**src/rtl/dff_stim_gen.sv**
```systemverilog
// Stimulus generator and self-checker for a bank of DFFARX1-class flops.
// Drives reset-qualified pseudo-random D, models expected Q, counts mismatches and D toggles.
module dff_stim_gen #(
    parameter int unsigned N       = 8,
    parameter int unsigned RST_LEN = 4
) (
    input  logic          CLK,
    input  logic          RST,
    input  logic          START,
    input  logic [15:0]   NCYC,
    input  logic [15:0]   SEED,
    output logic [N-1:0]  D_OUT,
    output logic          RSTB_OUT,
    input  logic [N-1:0]  Q_IN,
    input  logic [N-1:0]  QN_IN,
    output logic          BUSY,
    output logic          DONE,
    output logic          PASS,
    output logic [15:0]   ERR_CNT,
    output logic [23:0]   TOGGLE_CNT
);

    localparam logic [15:0] LFSR_MASK  = 16'hB400;
    localparam logic [15:0] SEED_DFLT  = 16'hACE1;
    localparam int unsigned POP_W      = 5;

    typedef enum logic [2:0] {
        S_IDLE,
        S_RSTP,
        S_REC,
        S_RUN,
        S_DRAIN,
        S_DONE
    } state_t;

    state_t          state;
    logic [15:0]     lfsr;
    logic [15:0]     lfsr_nxt;
    logic [15:0]     cnt;
    logic [15:0]     ncyc_q;
    logic [N-1:0]    exp_q;
    logic [N-1:0]    d_prev;
    logic [N-1:0]    d_diff;
    logic [POP_W-1:0] pop;
    logic [24:0]     tog_sum;
    logic [23:0]     tog_nxt;
    logic [15:0]     err_nxt;
    logic            chk_en;
    logic            mism;
    logic            rstb_nxt;

    // Galois right-shift step, taps x^16+x^14+x^13+x^11+1
    function automatic logic [15:0] lfsr_step(input logic [15:0] v);
        lfsr_step = v[0] ? ((v >> 1) ^ LFSR_MASK) : (v >> 1);
    endfunction

    // Next LFSR value, checker, toggle accumulation and reset pin value
    always_comb begin
        lfsr_nxt = lfsr_step(lfsr);
        rstb_nxt = (state != S_RSTP);
        chk_en   = (state == S_REC) || (state == S_RUN) || (state == S_DRAIN);
        // Case inequality so X/Z on the flop outputs is a mismatch
        mism     = (Q_IN !== exp_q) || (QN_IN !== ~Q_IN);
        err_nxt  = ERR_CNT;
        if (chk_en && mism && (ERR_CNT != 16'hFFFF)) begin
            err_nxt = ERR_CNT + 16'd1;
        end

        d_diff = D_OUT ^ d_prev;
        pop    = '0;
        for (int i = 0; i < int'(N); i++) begin
            pop = pop + POP_W'(d_diff[i]);
        end
        tog_sum = {1'b0, TOGGLE_CNT} + 25'(pop);
        tog_nxt = TOGGLE_CNT;
        if ((state == S_RUN) || (state == S_DRAIN)) begin
            tog_nxt = tog_sum[24] ? 24'hFFFFFF : tog_sum[23:0];
        end
    end

    always_ff @(posedge CLK) begin
        if (RST) begin
            state      <= S_IDLE;
            lfsr       <= SEED_DFLT;
            cnt        <= '0;
            ncyc_q     <= '0;
            exp_q      <= '0;
            d_prev     <= '0;
            D_OUT      <= '0;
            RSTB_OUT   <= 1'b0;
            BUSY       <= 1'b0;
            DONE       <= 1'b0;
            PASS       <= 1'b0;
            ERR_CNT    <= '0;
            TOGGLE_CNT <= '0;
        end else begin
            d_prev     <= D_OUT;
            // Flop is reset-dominant: Q is 0 if RSTB is low before or after the edge
            exp_q      <= (!rstb_nxt || !RSTB_OUT) ? '0 : D_OUT;
            RSTB_OUT   <= rstb_nxt;
            ERR_CNT    <= err_nxt;
            TOGGLE_CNT <= tog_nxt;
            DONE       <= 1'b0;

            case (state)
                S_IDLE: begin
                    D_OUT <= '0;
                    if (START) begin
                        state      <= S_RSTP;
                        ncyc_q     <= NCYC;
                        lfsr       <= (SEED == 16'h0000) ? SEED_DFLT : SEED;
                        cnt        <= 16'(RST_LEN - 1);
                        ERR_CNT    <= '0;
                        TOGGLE_CNT <= '0;
                        PASS       <= 1'b0;
                        BUSY       <= 1'b1;
                    end
                end
                S_RSTP: begin
                    D_OUT <= '0;
                    if (cnt == 16'd0) begin
                        state <= S_REC;
                    end else begin
                        cnt <= cnt - 16'd1;
                    end
                end
                S_REC: begin
                    D_OUT <= '0;
                    if (ncyc_q == 16'd0) begin
                        state <= S_DRAIN;
                        cnt   <= 16'd1;
                    end else begin
                        state <= S_RUN;
                        cnt   <= ncyc_q;
                    end
                end
                S_RUN: begin
                    lfsr  <= lfsr_nxt;
                    D_OUT <= lfsr_nxt[N-1:0];
                    if (cnt == 16'd1) begin
                        state <= S_DRAIN;
                        cnt   <= 16'd1;
                    end else begin
                        cnt <= cnt - 16'd1;
                    end
                end
                S_DRAIN: begin
                    if (cnt == 16'd0) begin
                        state <= S_DONE;
                        DONE  <= 1'b1;
                        BUSY  <= 1'b0;
                        PASS  <= (err_nxt == 16'd0);
                    end else begin
                        cnt <= cnt - 16'd1;
                    end
                end
                S_DONE: begin
                    D_OUT <= '0;
                    state <= S_IDLE;
                end
                default: begin
                    state <= S_IDLE;
                end
            endcase
        end
    end

endmodule

```
**config.mk**
```make
export PLATFORM = sky130hd
export DESIGN_NAME = dff_stim_gen
export DESIGN_NICKNAME = d
export VERILOG_FILES = /design/src/rtl/dff_stim_gen.sv
export SDC_FILE = /design/constraint.sdc
export NUM_CORES = 1
export LEC_CHECK = 0
export BUFFER_PORTS_ARGS = -buffer_cell sky130_fd_sc_hd__buf_4
export CORE_ASPECT_RATIO = 2
export CORE_UTILIZATION = 61
export DETAILED_ROUTE_END_ITERATION = 10
export PLACE_DENSITY = 0.88
export SKIP_LAST_GASP = 1
export SYNTH_ARGS = -nofsm -noshare
export SYNTH_HDL_FRONTEND = slang
export SYNTH_SLANG_ARGS = --single-unit
export TNS_END_PERCENT = 5
```
**constraint.sdc**
```tcl
create_clock -name CLK -period 7.2 [get_ports CLK]
set_input_delay 0.36 -clock CLK [delete_from_list [all_inputs] [get_ports CLK]]
set_output_delay 0.36 -clock CLK [all_outputs]
set_load 0.01 [all_outputs]
```
==> results of run 1 <==
[through the flow]
stage | power [mW] | hold WS [ns] | std cells | instance area (sq um)
global route | 2.74 | 0.195 | 912 | 7250
CTS | 2.59 | 0.181 | 912 | 7250
finish | 2.60 | 0.190 | 912 | 7250
detailed placement | 1.81 | 0.467 | 880 | 6700
global placement | 1.77 | 0.445 | 880 | 6700
floorplan | 1.59 | 0.431 | 708 | 5930
[logic make-up (layout without fill, tap and decap cells)]
kind of cell	Yosys count	in the layout	synth area share (%)
XOR/XNOR	50	50	7.39
buffers and inverters	54	154	3.61
AND/OR/NAND/NOR	301	301	25.8
adder cells (fa/ha/maj)	14	14	3.59
flip-flops	119	119	40.2
multiplexers	2	2	0.338
AO/OA/AOI/OAI	168	168	19.1
[sequential cells by signal, indices dropped and copies added (netlist names)]
register / flops
ERR_CNT: 16
D_OUT: 8
lfsr: 16
exp_q: 8
state: 3
RSTB_OUT: 1
d_prev: 8
BUSY: 1
TOGGLE_CNT: 24
ncyc_q: 16
DONE: 1
PASS: 1
cnt: 16
[critical path, stage by stage (launching register included)]
cell     delay [ns]
dfxtp_1        0.41
xor2_1         0.24
fa_1           0.49
fa_1           0.54
inv_1          0.06
fa_1           0.51
fa_1           0.45
inv_1          0.08
fa_1           0.21
a21o_1         0.13
a21oi_1        0.09
or3_1          0.41
nor2_1         0.39
nand3_1        0.65
nand3_1        0.31
o211a_1        0.17
[path summary, 6_finish.rpt]
path              startpoint              to  slack [ns]  cells after the start
hold reg to reg   ncyc_q[12]      ncyc_q[12]        0.48                      2
setup / recovery    D_OUT[0]  TOGGLE_CNT[21]        2.01                     15
hold / removal      SEED[10]        lfsr[10]        0.19                      3
setup reg to reg    D_OUT[0]  TOGGLE_CNT[21]        2.01                     15
[metal layers]
metal / wire, um / vias up / track usage (%)
met4: 537 / 0 / 16.6
met2: 8790 / 281 / 59.9
li1: - / 2737 / -
met1: 5760 / 2729 / 32.5
met5: 0 / - / 0
met3: 822 / 52 / 6.04
[power by group]
part	leakage (nW)	switching, mW	internal, mW
Clock	0.262	0.313	0.449
Sequential	0.966	0.124	0.759
Combinational	1.65	0.587	0.368
[cells in the mapped netlist, drive strengths merged, types with 10 or more instances]
cell     count
a21oi       56
a22oi       14
and3        13
clkbuf      31
dfxtp      119
inv         16
nand2       93
nand3       17
nand4       11
nor2        64
nor2b       10
nor3        28
nor4        16
o21ai       23
o2bb2ai     14
xnor2       30
xor2        20
[layout by cell type (no fill, tap or decap), types with 17 or more instances in the layout]
cell	Yosys	routed
dfxtp_1	119	119
buf_4	0	106
nand2_1	93	93
nor2_1	63	63
a21oi_1	56	56
xnor2_1	30	30
nor3_1	27	26
xor2_1	20	20
o21ai_0	18	18
nand3_1	17	17
clkbuf_16	0	17
[final cells by class]
type | instances | area [sq um]
Multi-Input combinational cell | 535 | 3330
Sequential cell | 119 | 2380
Fill cell | 662 | 2140
Timing Repair Buffer | 106 | 796
Clock buffer | 18 | 439
Tap cell | 104 | 130
Clock inverter | 14 | 104
Inverter | 16 | 60.1
==> flow_summary.yaml, run 1 <==
placed_design:
  hpwl_um: 10900
  gp_congestion: 0.923
  dp_slack_ns: 2.23
  io_buffer_count: 102
logic_synthesis:
  synth.area.top_cells: "dfxtp_1 (40%), nand2_1 (5.9%), a21oi_1 (4.7%), xnor2_1 (4.4%), nor2_1 (4.0%)"
  yosys_warnings: 0
  yosysSeqAreaShare_pct: 40.2
  synth-edff-count: 0
  async_reset_ff_share_pct: 0
  synth_top_area_share_pct: 40.2
  synth.avg_cell_area_sq_um: 8.37
  yosys_most_used_dff: "dfxtp_1"
  yosysTopAreaCell: "dfxtp_1"
  ys_types: 67
  synth_cells: 708
  netlist_area_sq_um: 5930
  ys_seq_elements: 119
  synth.net_count: 773
timing:
  fin_setup_tns_ns: 0
  hold_viol_final: 0
  maxSlewViolCount: 0
  finalSetupViolations: 0
  rsz0062_at_grt: "no"
  finClkSkew_ns: 0.0123
  fmax_ghz: 0.193
  max_slew_margin_pct: 32.0
  post-route-period-util_pct: 72.1
  worst_pin_slew_ns: 1.01
  fin_ws_ns: 2.01
  fin_crit_ns: 5.19
setup_path:
  endpoint_kind: "flop"
  crit_required_ns: 7.55
  setup.worst_path.start_class: "flop"
  crit_type: "flop to flop"
  crit_arrival_ns: 5.55
  crit_fanout: 17
cts:
  htree_num_levels: 4
  numCtsBuffers: 17
  clkLatencyLatePin_ns: 0.41
  clock_sinks: 119
  clkSlewWorstSetupHoldPaths_ns: 0.06
  cts_setup_buffers: 0
  cts.repair.resized: 0
  cts_hold_buf: 0
  clock_path_buffers: 2
  cts_tree: "done"
  root_buffer: "clkbuf_16"
layout:
  diodes: 0
  postLayoutCoreUtil_pct: 77.2
  drive_gt1_share_pct: 18.9
  syn_to_final_growth_pct: 22.3
  fin_nets: 860
floorplanning:
  dieArea_sq_um: 10100
  io_pins: 103
  die_h_um: 141
  coreArea_sq_um: 9380
  initial_core_util_pct: 63.1
  num_rows: 50
  die_x_um: 71.7
routing:
  drc: 0
  ant_nets: 0
  drt_iter0_drc: 391
  vias_per_cell: 6.36
  firstDrtPassIters: 7
  vias: 5799
  wire_per_inst_um: 17.4
  drt-total-wl_um: 15900
grt:
  grt_max_degree: 57
  grt.overflow.total: 0
  grt_pass1_vias: 5714
  grt_usage_pct: 31.9
  antenna_found_initial: 0
  grt_pass1_wl_um: 25900
job:
  drv_cap: 0
power:
  power-per-cell-area_nw_per_um2: 359
  ir_drop_mv: 0.334
  leakagePower_nw: 2.88
run_status:
  outcome: "complete, no violations"
min_path:
  hp-class: "input port to flop"
(Power assumes the default switching activity.)
==> inputs of run 2 (changes only) <==
--- a/config.mk
+++ b/config.mk
@@ -7,9 +7,9 @@
 export LEC_CHECK = 0
 export BUFFER_PORTS_ARGS = -buffer_cell sky130_fd_sc_hd__buf_4
 export CORE_ASPECT_RATIO = 2
-export CORE_UTILIZATION = 61
+export CORE_UTILIZATION = 51
 export DETAILED_ROUTE_END_ITERATION = 10
-export PLACE_DENSITY = 0.88
+export PLACE_DENSITY = 0.79
 export SKIP_LAST_GASP = 1
 export SYNTH_ARGS = -nofsm -noshare
 export SYNTH_HDL_FRONTEND = slang
==> constraint.sdc (replaced) <==
create_clock -name CLK -period 4.7 [get_ports CLK]
set_input_delay 0.235 -clock CLK [delete_from_list [all_inputs] [get_ports CLK]]
set_output_delay 0.235 -clock CLK [all_outputs]
set_load 0.01 [all_outputs]
==> run 2 against run 1 <==
Against the previous run:
- maximum frequency is 19% higher
- clock skew is 0.0014 ns lower
- clock power is 57% higher
- utilization is 12 points lower
- first-iteration DRC count is 30% lower
- final cell count is 4.4% higher
- register-to-register slack worse by 1.7 ns
- largest cell class unchanged
==> flow_summary.yaml, run 2 (synthesis results as in run 1) <==
cts:
  clkSlewWorstSetupHoldPaths_ns: 0.06
  clock_sinks: 119
  clock_path_buffers: 2
  htree_num_levels: 4
  cts_tree: "done"
  clkLatencyLatePin_ns: 0.42
  root_buffer: "clkbuf_16"
  numCtsBuffers: 17
  cts_setup_buffers: 0
layout:
  fin_nets: 863
  largest_reg_flops: 24
  final_cells: 952
  syn_to_final_growth_pct: 23.7
  most-common-layout-cells: "dfxtp_1 (117), buf_4 (109), nand2_1 (93), nor2_1 (63), a21oi_1 (56)"
  drive_gt1_share_pct: 19.4
  fillers: 956
  diodes: 0
  top_register: "TOGGLE_CNT"
  mostFrequentLayoutCell: "dfxtp_1"
grt:
  grt.overflow.total: 0
  antenna_found_initial: 0
  grt_pass1_vias: 5484
  grt_usage_pct: 26.3
  grt_max_degree: 57
  grt_pass1_wl_um: 25400
placed_design:
  gp_congestion: 0.901
  hpwl_um: 11000
  io_buffer_count: 102
  dp_cells: 921
  dp_slack_ns: 0.301
setup_path:
  crit_required_ns: 5.04
  endpoint_kind: "flop"
  crit_type: "flop to flop"
  crit_fanout: 15
  r2r_slack_ns: 0.34
  setup.worst_path.start_class: "flop"
  crit_arrival_ns: 4.70
run_status:
  outcome: "complete, no violations"
timing:
  fin_crit_ns: 4.36
  fin_ws_ns: 0.341
  max_slew_margin_pct: 39.4
  hold_viol_final: 0
  fin_setup_tns_ns: 0
  finalSetupViolations: 0
  whs_ns: 0.0678
  finClkSkew_ns: 0.0109
  post-route-period-util_pct: 92.8
  fmax_ghz: 0.229
  maxSlewViolCount: 0
  rsz0062_at_grt: "no"
  worst_pin_slew_ns: 0.905
min_path:
  hp-class: "input port to flop"
floorplanning:
  die_h_um: 154
  io_pins: 103
  coreArea_sq_um: 11300
  die_x_um: 78.2
  dieArea_sq_um: 12100
  num_rows: 55
  initial_core_util_pct: 52.5
power:
  ir_drop_mv: 0.427
  finalPower_mw: 3.99
  leakagePower_nw: 2.89
  power-per-cell-area_nw_per_um2: 545
job:
  drv_cap: 0
routing:
  drt-total-wl_um: 15300
  wire_per_inst_um: 16.1
  drc: 0
  firstDrtPassIters: 4
  vias_per_cell: 5.87
  drt_iter0_drc: 275
  ant_nets: 0
  vias: 5587
## run 2: final cells by class
class	count	area [sq um]	share of cell area [%]
multi-input cells	535	3340	45.6
flip-flops and latches	119	2380	32.5
well taps	142	178	2.42
clock buffers	19	443	6.04
repair buffers	109	818	11.2
inverters	16	60.1	0.819
clock inverters	12	105	1.43
## run 2: repair_timing
item	CTS	global route
setup endpoints to repair	0	8
gates resized for setup	0	3
hold buffers	0	0
## run 2: routing by layer
| layer | wire [um] | part of all wire, % | global-route usage, % |
|---|---|---|---|
| met2 | 8440 | 55 | 49.1 |
| met3 | 651 | 4.2 | 5.07 |
| met5 | 0 | 0 | 0 |
| met4 | 493 | 3.2 | 13.3 |
| met1 | 5740 | 37 | 27.1 |
## run 2: critical path, cell delays in order (launching register included)
cell and delay (ns):
dfxtp_2 0.36, xor2_1 0.19, fa_1 0.47, fa_1 0.55, inv_1 0.06, fa_1 0.50
fa_1 0.44, inv_1 0.08, fa_1 0.21, a21o_1 0.13, a21oi_1 0.09, or3_1 0.41
nor2_1 0.12, buf_4 0.17, nand3_1 0.12, buf_4 0.22, a21oi_1 0.15
## run 2: worst paths after layout
kind                         end  cells after the start      from
setup / recovery  TOGGLE_CNT[19]                     16  D_OUT[2]
hold / removal        ncyc_q[14]                      3  NCYC[14]
setup reg to reg  TOGGLE_CNT[19]                     16  D_OUT[2]
hold reg to reg          lfsr[9]                      2   lfsr[9]
## run 2: power by group
group | total [mW] | internal [mW] | switching (mW)
combinational | 1.44 | 0.567 | 0.876
sequential | 1.36 | 1.16 | 0.192
clock | 1.20 | 0.734 | 0.463
## run 2: metrics by stage
step | utilization (%) | instance area [sq um]
finish | 65.0 | 7330
global route | 65.0 | 7330
floorplan | - | 5930
global placement | 60.0 | 6770
detailed placement | 60.0 | 6770
CTS | 64.9 | 7320
